File: src/rtl/uart_rx.sv
// UART receive stage: 2-flop line synchronizer, mid-bit sampling deframer with
// optional parity, and a one-entry holding register read by the bus side.
module uart_rx #(
    parameter int unsigned p_DIV_0 = 1042,
    parameter int unsigned p_DIV_1 = 521,
    parameter int unsigned p_DIV_2 = 174,
    parameter int unsigned p_DIV_3 = 87
) (
    input  logic       i_Pclk,
    input  logic       i_Reset,
    input  logic [1:0] i_Baud_Sel,
    input  logic       i_Parity_En,
    input  logic       i_Parity_Odd,
    input  logic       i_Rx_Serial,
    input  logic       i_Rx_Read,
    output logic [7:0] o_Rx_Data,
    output logic       o_Rx_Ready,
    output logic       o_Parity_Err,
    output logic       o_Frame_Err,
    output logic       o_Overrun,
    output logic       o_Busy
);

    // state    | meaning
    // S_IDLE   | line idle, waiting for a low rx_s
    // S_START  | half-bit wait, then confirm the start bit
    // S_DATA   | eight data bits, LSB first
    // S_PARITY | parity bit (only when latched parity enable is set)
    // S_STOP   | stop bit sample, then load request
    typedef enum logic [2:0] {S_IDLE, S_START, S_DATA, S_PARITY, S_STOP} state_t;

    state_t      state_q, state_d;
    logic        sync1_q, rx_s_q;
    logic [10:0] cnt_q, cnt_d;
    logic [10:0] div_q, div_d;
    logic [10:0] div_sel;
    logic [2:0]  idx_q, idx_d;
    logic [7:0]  shift_q, shift_d;
    logic        par_en_q, par_en_d;
    logic        par_odd_q, par_odd_d;
    logic        par_err_q, par_err_d;
    logic        load, frame_err_ld;
    logic        half_end, bit_end;

    logic [7:0]  data_q, data_d;
    logic        ready_q, ready_d;
    logic        perr_q, perr_d;
    logic        ferr_q, ferr_d;
    logic        ovr_q, ovr_d;

    always_comb begin
        case (i_Baud_Sel)
            2'b00:   div_sel = 11'(p_DIV_0);
            2'b01:   div_sel = 11'(p_DIV_1);
            2'b10:   div_sel = 11'(p_DIV_2);
            default: div_sel = 11'(p_DIV_3);
        endcase
    end

    assign half_end = (cnt_q == ((div_q >> 1) - 11'd1));
    assign bit_end  = (cnt_q == (div_q - 11'd1));

    always_comb begin
        state_d      = state_q;
        cnt_d        = cnt_q + 11'd1;
        idx_d        = idx_q;
        shift_d      = shift_q;
        div_d        = div_q;
        par_en_d     = par_en_q;
        par_odd_d    = par_odd_q;
        par_err_d    = par_err_q;
        load         = 1'b0;
        frame_err_ld = 1'b0;
        case (state_q)
            S_IDLE: begin
                cnt_d = '0;
                idx_d = '0;
                if (!rx_s_q) begin
                    state_d   = S_START;
                    div_d     = div_sel;
                    par_en_d  = i_Parity_En;
                    par_odd_d = i_Parity_Odd;
                    par_err_d = 1'b0;
                end
            end
            S_START: begin
                if (half_end) begin
                    cnt_d   = '0;
                    state_d = rx_s_q ? S_IDLE : S_DATA;
                end
            end
            S_DATA: begin
                if (bit_end) begin
                    cnt_d          = '0;
                    shift_d[idx_q] = rx_s_q;
                    idx_d          = idx_q + 3'd1;
                    if (idx_q == 3'd7) begin
                        state_d = par_en_q ? S_PARITY : S_STOP;
                    end
                end
            end
            S_PARITY: begin
                if (bit_end) begin
                    cnt_d     = '0;
                    par_err_d = (^shift_q) ^ rx_s_q ^ par_odd_q;
                    state_d   = S_STOP;
                end
            end
            S_STOP: begin
                // Leave on the stop sample so a new start edge is caught early.
                if (bit_end) begin
                    cnt_d        = '0;
                    load         = 1'b1;
                    frame_err_ld = ~rx_s_q;
                    state_d      = S_IDLE;
                end
            end
            default: state_d = S_IDLE;
        endcase
    end

    always_comb begin
        data_d  = data_q;
        ready_d = ready_q;
        perr_d  = perr_q;
        ferr_d  = ferr_q;
        ovr_d   = ovr_q;
        if (i_Rx_Read && ready_q) begin
            ready_d = 1'b0;
            ovr_d   = 1'b0;
        end
        if (load) begin
            if (!ready_q || i_Rx_Read) begin
                data_d  = shift_q;
                perr_d  = par_err_q;
                ferr_d  = frame_err_ld;
                ready_d = 1'b1;
            end else begin
                ovr_d = 1'b1;
            end
        end
    end

    always_ff @(posedge i_Pclk) begin
        if (i_Reset) begin
            sync1_q   <= 1'b1;
            rx_s_q    <= 1'b1;
            state_q   <= S_IDLE;
            cnt_q     <= '0;
            div_q     <= '0;
            idx_q     <= '0;
            shift_q   <= '0;
            par_en_q  <= 1'b0;
            par_odd_q <= 1'b0;
            par_err_q <= 1'b0;
            data_q    <= '0;
            ready_q   <= 1'b0;
            perr_q    <= 1'b0;
            ferr_q    <= 1'b0;
            ovr_q     <= 1'b0;
        end else begin
            sync1_q   <= i_Rx_Serial;
            rx_s_q    <= sync1_q;
            state_q   <= state_d;
            cnt_q     <= cnt_d;
            div_q     <= div_d;
            idx_q     <= idx_d;
            shift_q   <= shift_d;
            par_en_q  <= par_en_d;
            par_odd_q <= par_odd_d;
            par_err_q <= par_err_d;
            data_q    <= data_d;
            ready_q   <= ready_d;
            perr_q    <= perr_d;
            ferr_q    <= ferr_d;
            ovr_q     <= ovr_d;
        end
    end

    assign o_Rx_Data    = data_q;
    assign o_Rx_Ready   = ready_q;
    assign o_Parity_Err = perr_q;
    assign o_Frame_Err  = ferr_q;
    assign o_Overrun    = ovr_q;
    assign o_Busy       = (state_q != S_IDLE);

endmodule

File: config.mk
export PLATFORM = sky130hd
export DESIGN_NAME = uart_rx
export DESIGN_NICKNAME = d
export VERILOG_FILES = /design/src/rtl/uart_rx.sv
export SDC_FILE = /design/constraint.sdc
export NUM_CORES = 1
export LEC_CHECK = 0
export BUFFER_PORTS_ARGS = -buffer_cell sky130_fd_sc_hd__buf_2
export CAP_MARGIN = 5
export CORE_ASPECT_RATIO = 0.6
export CORE_MARGIN = 5
export CORE_UTILIZATION = 45
export DETAILED_ROUTE_END_ITERATION = 6
export SYNTH_ARGS = -nofsm -noshare
export SYNTH_HDL_FRONTEND = slang
export SYNTH_SLANG_ARGS = --single-unit
File: constraint.sdc
create_clock -name i_Pclk -period 3.32 [get_ports i_Pclk]
set_input_delay 0 -clock i_Pclk [delete_from_list [all_inputs] [get_ports i_Pclk]]
set_output_delay 0 -clock i_Pclk [all_outputs]
set_load 0.005 [all_outputs]
Word level (Yosys, flattened, before mapping):

Cells that the tools add are included.

* register bits: 53
* latch bits: 0
* memory bits (writable): 0
* bits in read-only memories: 0
* bits of input ports: 8
* output and inout port bits: 13
* logic and storage cells: 87
* memories: 0

* add/subtract/negate cells: 4
* multipliers: 0
* div/mod/pow operators: 0
* $lt $le $gt $ge: 2
* eq/ne operators: 15
* shift-type cells: 0
* multiplexer cells: 31
* bitwise logic cells: 3
* reduce and logical (&&, ||, !) cells: 17

Operator list (number)
* $pmux W11 S3: 2
* $mux W3: 8
* $eq A11 B11 Y1: 2
* $mux W11: 2
* $pmux W3 S5: 1
* $mux W1: 13
* $ne A2 B2 Y1 const B: 6
* $add A11 B1 Y11 const B: 1
* $sub A10 B1 Y11 const B: 1
* $sub A11 B1 Y11 const B: 1
* $bwmux W8: 1
* $reduce_and A2 Y1: 4
* $reduce_xor A8 Y1: 1
* $eq A3 B2 Y1 const B: 2
* $eq A3 B3 Y1 const B: 2
* $pmux W3 S2: 1
* $reduce_and A6 Y1: 1
* $lt A3 B4 Y1 const B: 1
* $reduce_bool A2 Y1: 2
* $add A3 B1 Y3 const B: 1
* $demux W1 S3: 1
* $eq A3 B1 Y1 const B: 1
* $ge A3 B1 Y1 const B: 1
* $logic_not A3 Y1: 1
* 13 further kinds: 15

Depth between registers and ports, before layout:

Gate-level depths: netlist of the first run.

* word-level depth: 5
* depth in mapped cells: 12
* depth with buffers taken out: 9

Worst setup path after synthesis of the first run:

Ideal clock, no wire load.

* path kind: register to register
* start point: register div_q[2]
* end point: register perr_q (netlist: o_Parity_Err)
* setup time: 128 ps
* data arrival time: 2731 ps
* data required time: 3192 ps
* slack: 462 ps
* stages on the path, launching flop included: 13
* path buffers: 3
* period minus slack after synthesis: 2858 ps
* cell sequence: dfxtp_1 > buf_6 > inv_1 > ha_1 > buf_2 > or4b_2 > or3_1 > a211o_1 > a21oi_1 > nand4_1 > buf_2 > mux2i_1 > nor2_1

* word-level cells in the longest chain between the ends: 5

Ends and longest elaborated chain
* from (decl): RTL line 35 `logic [10:0] div_q, div_d;`
* from (signal assigned): RTL line 166 `div_q <= div_d;`
* $sub A11 B1 Y11: RTL line 61 `assign bit_end = (cnt_q == (div_q - 11'd1));`
* $eq A11 B11 Y1: RTL line 61
* $mux W1: RTL line 111 `if (bit_end) begin`
* $mux W1: RTL line 74 `case (state_q)`
* $reduce_and A2 Y1 (no source line)
* to (signal assigned): RTL line 174 `perr_q <= perr_d;`
* to (decl): RTL line 47 `logic perr_q, perr_d;`

Every way passes these cells.
A chain may end at the register's enable or synchronous reset.

Worst setup path in the final report of the first run:

* start point: register div_q[1]
* end point: register par_err_q

* word-level cells in the longest chain between the ends: 4

Ends and longest elaborated chain
* $sub A11 B1 Y11: RTL line 61
* $eq A11 B11 Y1: RTL line 61
* $ne A2 B2 Y1 (no source line)
* $reduce_and A3 Y1 (no source line)
* to (signal assigned): RTL line 171 `par_err_q <= par_err_d;`
* to (decl): RTL line 41 `logic par_err_q, par_err_d;`

Every way passes these cells.

==> results of run 1 <==
## timing repair
| action | in CTS | in global routing |
|---|---|---|
| hold buffers | 4 | 0 |
| endpoints found under the setup margin | 0 | 3 |
| buffers inserted | 0 | 0 |
| hold endpoints to repair | 4 | 0 |
## cells by family (layout without fill, tap and decap cells)
logic type | after synthesis | in the layout | share of synthesized area [%]
muxes | 15 | 15 | 5.09
AOI/OAI and AO/OA | 66 | 66 | 13.8
adders and majority gates | 10 | 10 | 4.21
xor gates and xnor gates | 36 | 36 | 11.1
buffers and inverters | 34 | 50 | 5.77
and+or+nand+nor | 146 | 146 | 25.6
DFF | 51 | 51 | 34.4
## power by group
group	internal, mW	switching [mW]	total (mW)	leakage, nW
clock network	0.148	0.215	0.363	0.0412
logic	0.0626	0.0779	0.141	0.837
registers	0.618	0.0132	0.632	0.412
## path summary, 6_finish.rpt
path                       from        end  slack, ps  depth (start not counted)
setup / recovery       div_q[1]  par_err_q        290                          9
hold / removal    i_Baud_Sel[0]   div_q[1]         60                          3
setup reg to reg       div_q[1]  par_err_q        290                          9
hold reg to reg         sync1_q     rx_s_q        420                          1
## cell usage after synthesis (2+ instances only)
cell      count  share of area (%)
nand4b_1      4                1.2
mux2i_1      14                4.7
or2_2         4               0.84
nor3_1        8                1.3
xnor2_1      21                6.2
nor4_1        3               0.63
and3_1        2               0.42
nand2_1      32                4.0
nand2b_1      5                1.1
nand3_1      12                2.0
o21ba_2       2               0.67
ha_1         10                4.2
o21ai_0      14                2.4
o22ai_1       2               0.42
buf_2         4               0.67
a221oi_1      2               0.59
o211ai_1      2               0.51
xor2_1       14                4.1
a211o_1       2               0.59
a21oi_1      23                3.9
buf_6         3                1.1
a211oi_1      4                1.0
nor2_1       40                5.1
or3_1         6                1.3
and4_1        2               0.59
inv_1        11                1.4
clkbuf_1     12                1.5
dfxtp_1      51                 34
a31oi_1       7                1.5
nand4_1      13                2.7
## metrics by stage
stage	setup WS, ps	util [%]	hold slack [ps]
after global routing	36.4	51.6	62.3
after detailed placement	218	49.6	191
final	286	51.6	57.3
after floorplan	462	-	100
after global placement	318	49.6	186
after CTS	214	51.6	47.0
## final cells by class
class | instances | area (um2)
timing repair buffer | 31 | 193
sequential | 51 | 1020
clock inverter | 2 | 12.5
inverter | 11 | 41.3
clock buffer | 6 | 72.6
multi-input combinational | 273 | 1780
fill | 625 | 3020
tap | 84 | 105
## cells in the final DEF, fill, tap and decap left out, drive strengths merged, types with 7 or more instances in the layout
master | synthesis | routed
a31oi | 7 | 7
or3 | 7 | 7
o21ai | 14 | 14
xor2 | 14 | 14
buf | 9 | 27
nand3 | 12 | 12
inv | 11 | 11
dfxtp | 51 | 51
nand4 | 13 | 13
mux2i | 14 | 14
nor2 | 40 | 40
ha | 10 | 10
nand2 | 34 | 34
a21oi | 23 | 23
nor3 | 9 | 9
xnor2 | 21 | 21
## worst reg2reg max path, delay by kind of cell (launching register included)
family | cells | cell delay [ps]
AND/OR/NAND/NOR | 5 | 1760
AO/OA/AOI/OAI | 2 | 480
flip-flops | 1 | 390
adder cells (fa/ha/maj) | 1 | 230
buffers and inverters | 1 | 110
## routing by layer
metal,GRT usage [%],share of wire (%),routed length [um],up-vias
li1,-,-,-,1287
met2,22.2,37,2600,72
met1,29.4,56,3910,1194
met3,3.65,6.4,449,9
met4,4.56,1.0,71,0
met5,0,0,0,-
## sequential cells by signal, indices dropped and copies added (netlist names)
name,count
cnt_q,11
div_q,9
idx_q,3
o_Frame_Err,1
o_Overrun,1
o_Parity_Err,1
o_Rx_Data,8
o_Rx_Ready,1
par_en_q,1
par_err_q,1
par_odd_q,1
rx_s_q,1
shift_q,8
state_q,3
sync1_q,1
==> summary.md, run 1 <==
| Metric | Value |
|---|---|
| Non-Filler Cell Area, Final | 0.00322 mm2 |
| Post-place instance area | 0.00310 mm2 |
| Unrepaired setup endpoints after global routing | no |
| Number of I/O pins | 21 |
| Result of the run | complete, no violations |
| Fraction of layout instances using a drive strength above 1 | 12.8% |
| Number of clock buffers inserted by TritonCTS | 5 |
| Netlist area before placement | 0.00297 mm2 |
| Seq/Total Area, Yosys | 34.4% |
| Setup TNS | 0 ps |
| Largest stage delay on the critical path | 530 ps |
| CTS tree | yes |
| Slowest stage cell, crit path | or4b_4 |
| Remaining max-slew budget at the tightest pin | 48.7% |
| Area inside the core boundary | 0.00625 mm2 |
| Horizontal die dimension | 115 um |
| Initial DRC count | 176 |
| Post-Syn Area per Cell | 8.30 um2 |
| Detailed Routing Iterations Pass 1 | 4 |
| Count of inserted antenna diode cells | 0 |
| Final cell count without fillers | 458 |
| Drt wl/cell | 15.4 um |
| IR drop worst, VDD | 0.144 mV |
| Ys flop type | dfxtp_1 |
| Root buffer cell | clkbuf_8 |
| DRC violations left | 0 |
| Starting density of the core | 47.6% |
| Number of nets with antenna violations after routing | 0 |
| Clock sink count | 51 |
| Leakage power figure | 1.29 nW |
| CTS clk-pin slew, worst paths | 100 ps |
| Floorplan die height | 72.9 um |
| Count of final hold-check violations | 0 |
| Layout Skew | 7.52 ps |
| Critical-path maximum fanout | 10 |
| Kind of cell adding the most delay to the critical path | simple AND/OR/NAND/NOR gates |
| Post-synth EDFFs | 0 |
| YS warnings | 0 |
| Min Clock Period, post-route | 3030 ps |
| Classification of the worst setup path | reg2reg |
| Async set or reset register ratio after synthesis | 0% |
| Count of vias placed by the detailed router | 2,562 |
| Synth unique cells | 59 |
| Number of input and output port buffers inserted | 20 |
| Synthesized Nets | 376 |
| Fmax achieved | 330 MHz |
| Die outline area | 0.00838 mm2 |
| Final count of negative-setup-slack endpoints | 0 |
| Critical Path Most Common Cell | or3_1 |
| Number of cells after detailed placement | 446 |
| Pin count of the biggest net entering global routing | 43 |
| Number of H-tree levels | 2 |
| Gp weighted congestion | 0.890 |
| Final Total Pwr | 1.14 mW |
| Max-capacitance violation count | 0 |
| Transition at the pin with the smallest max-transition slack | 770 ps |
| Initial antenna violation count | 0 |
| # nets final | 391 |
| Detailed Place HPWL | 5.28 mm |
| Via count normalized by instance count | 5.59 |
| Cells along the critical path | inv_1, ha_1, or4b_4, or3_1, a211o_1, nor3_4, nand2_4, or3_1, a21oi_1 |
| Floorplan row count | 22 |
| Crit path required time | 3560 ps |
| Number of instances in the synthesized netlist | 358 |
| Number of buffer and inverter instances along the worst setup path | 1 |
| Path class of the lowest-slack min-delay path | in2reg |
| Overall overflow remaining after global route | 0 |
| Clock latency at the later pin of the worst-skew pair | 310 ps |
| First-pass GRT wire length | 11.8 mm |
| Pwr Density | 352 mW/mm2 |
| Period Utilization, post-route | 91.4% |
| GRT Overall Usage | 17.8% |
| Resized Gates After CTS | 0 |
| Maximum buffer depth of the clock tree | 2 |
| Nature of the critical path endpoint | flop |
| Number of global-route vias before repair | 2,258 |
| CP Launch Type | flop |
| Total wire length | 7.03 mm |
| Growth of design area from synthesis to finish | 8.51% |
| Endpoint arrival time on the critical path | 3280 ps |
| Count of state elements after synthesis | 51 |
| Final Max Slew Viols | 0 |
Note: power is estimated with default switching activity, not from simulation.
==> run 2: changes to the inputs <==
- CORE_UTILIZATION: 45 -> 40
==> summary.md, run 2 (synthesized netlist as in run 1, its figures left out) <==
| Metric | Value |
|---|---|
| Largest reg by FF count | cnt_q |
| Unrepaired setup endpoints after global routing | no |
| Classification of the worst setup path | reg2reg |
| Number of nets with antenna violations after routing | 0 |
| Clock sink count | 51 |
| First-pass GRT wire length | 11.8 mm |
| Number of global-route vias before repair | 2,272 |
| Post-place instance area | 0.00312 mm2 |
| Maximum buffer depth of the clock tree | 2 |
| Number of I/O pins | 21 |
| Initial DRC count | 161 |
| Growth of design area from synthesis to finish | 12.6% |
| Final core area utilization | 46.2% |
| DRC violations left | 0 |
| Floorplan row count | 24 |
| Pwr Density | 422 mW/mm2 |
| Detailed Routing Iterations Pass 1 | 5 |
| Remaining max-slew budget at the tightest pin | 48.2% |
| Final Max Slew Viols | 0 |
| Layout Skew | 8.20 ps |
| Detailed Place HPWL | 5.23 mm |
| Endpoint arrival time on the critical path | 3290 ps |
| CTS tree | yes |
| IR drop worst, VDD | 0.236 mV |
| Count of final hold-check violations | 0 |
| Period Utilization, post-route | 92.6% |
| Result of the run | complete, no violations |
| # nets final | 390 |
| Crit path required time | 3530 ps |
| Pin count of the biggest net entering global routing | 43 |
| Clock latency at the later pin of the worst-skew pair | 280 ps |
| Max-capacitance violation count | 0 |
| Horizontal die dimension | 121 um |
| Critical-path maximum fanout | 10 |
| Fmax achieved | 325 MHz |
| Path class of the lowest-slack min-delay path | in2reg |
| Number of clock buffers inserted by TritonCTS | 5 |
| Total wire length | 6.88 mm |
| Setup TNS | 0 ps |
| Transition at the pin with the smallest max-transition slack | 777 ps |
| Root buffer cell | clkbuf_16 |
| Starting density of the core | 41.1% |
| Filler Cells Inserted | 754 |
| Leakage power figure | 1.34 nW |
| Most frequent cells in the layout | dfxtp_1, nor2_1, nand2_1 |
| Largest registers | cnt_q: 11 flops, div_q: 9 flops |
| Number of buffers inserted to repair setup after CTS | 0 |
| CP Launch Type | flop |
| Most common library cell in the layout ignoring fill and taps | dfxtp_1 |
| Floorplan die height | 76.8 um |
| Resized Gates After CTS | 0 |
| Final count of negative-setup-slack endpoints | 0 |
| Via count normalized by instance count | 5.25 |
| Overall overflow remaining after global route | 0 |
| CTS clk-pin slew, worst paths | 70 ps |
| Number of H-tree levels | 2 |
| Die outline area | 0.00931 mm2 |
| Number of input and output port buffers inserted | 20 |
| Initial antenna violation count | 0 |
| Count of inserted antenna diode cells | 0 |
| Post-route worst hold slack | 93.7 ps |
| Drt wl/cell | 14.4 um |
| Area inside the core boundary | 0.00724 mm2 |
| Non-Filler Cell Area, Final | 0.00335 mm2 |
| Fraction of layout instances using a drive strength above 1 | 12.6% |
| R2r setup slk | 250 ps |
| Nature of the critical path endpoint | flop |
| Gp weighted congestion | 0.928 |
| GRT Overall Usage | 15.4% |
| Max reg flops | 11 |
| Min Clock Period, post-route | 3070 ps |
| Cts-stage hold buffer count | 4 |
| Count of vias placed by the detailed router | 2,505 |
## run 2: worst paths after layout
check,start,endpoint,cells past startpoint
setup reg to reg,div_q[1],par_err_q,9
setup / recovery,div_q[1],par_err_q,9
hold / removal,i_Baud_Sel[0],div_q[1],3
hold reg to reg,sync1_q,rx_s_q,1
## run 2: metrics by stage
stage          setup slack [ps]  power, mW  cells
6_report                    245       1.41    477
5_1_grt                    74.1       1.48    477
4_1_cts                     240       1.42    477
3_5_place_dp                244      0.778    465
3_3_place_gp                344      0.777    465
2_1_floorplan               462      0.749    358
## run 2: cell type report
cell class / instances / area, um2 / share of cell area (%)
multi-input cells: 273 / 1780 / 53.2
flip-flops and latches: 51 / 1020 / 30.5
repair buffers: 30 / 185 / 5.53
well taps: 104 / 130 / 3.89
clock buffers: 6 / 129 / 3.85
clock inverters: 2 / 60.1 / 1.80
inverters: 11 / 41.3 / 1.23
## run 2: report_power, final
part           internal [mW]  total (mW)  switching (mW)  leakage (nW)
clock network          0.432       0.645           0.213        0.0911
logic                 0.0620       0.137          0.0749         0.834
registers              0.619       0.632          0.0132         0.412
## run 2: worst max-delay path: stages, from the launching register on
cell and delay [ps]:
dfxtp_1 380, inv_1 110, ha_1 230, or4b_4 530, or3_1 370, a211o_1 340
nor3_4 370, nand2_4 160, or3_1 390, a21oi_1 140
## run 2: metal layers
layer | global-route usage (%) | part of all wire [%] | vias to the layer above
li1 | - | - | 1286
met1 | 26.3 | 57 | 1157
met2 | 18.6 | 35 | 60
met3 | 4.04 | 7.2 | 2
met4 | 2.35 | 0.36 | 0
met5 | 0 | 0 | -
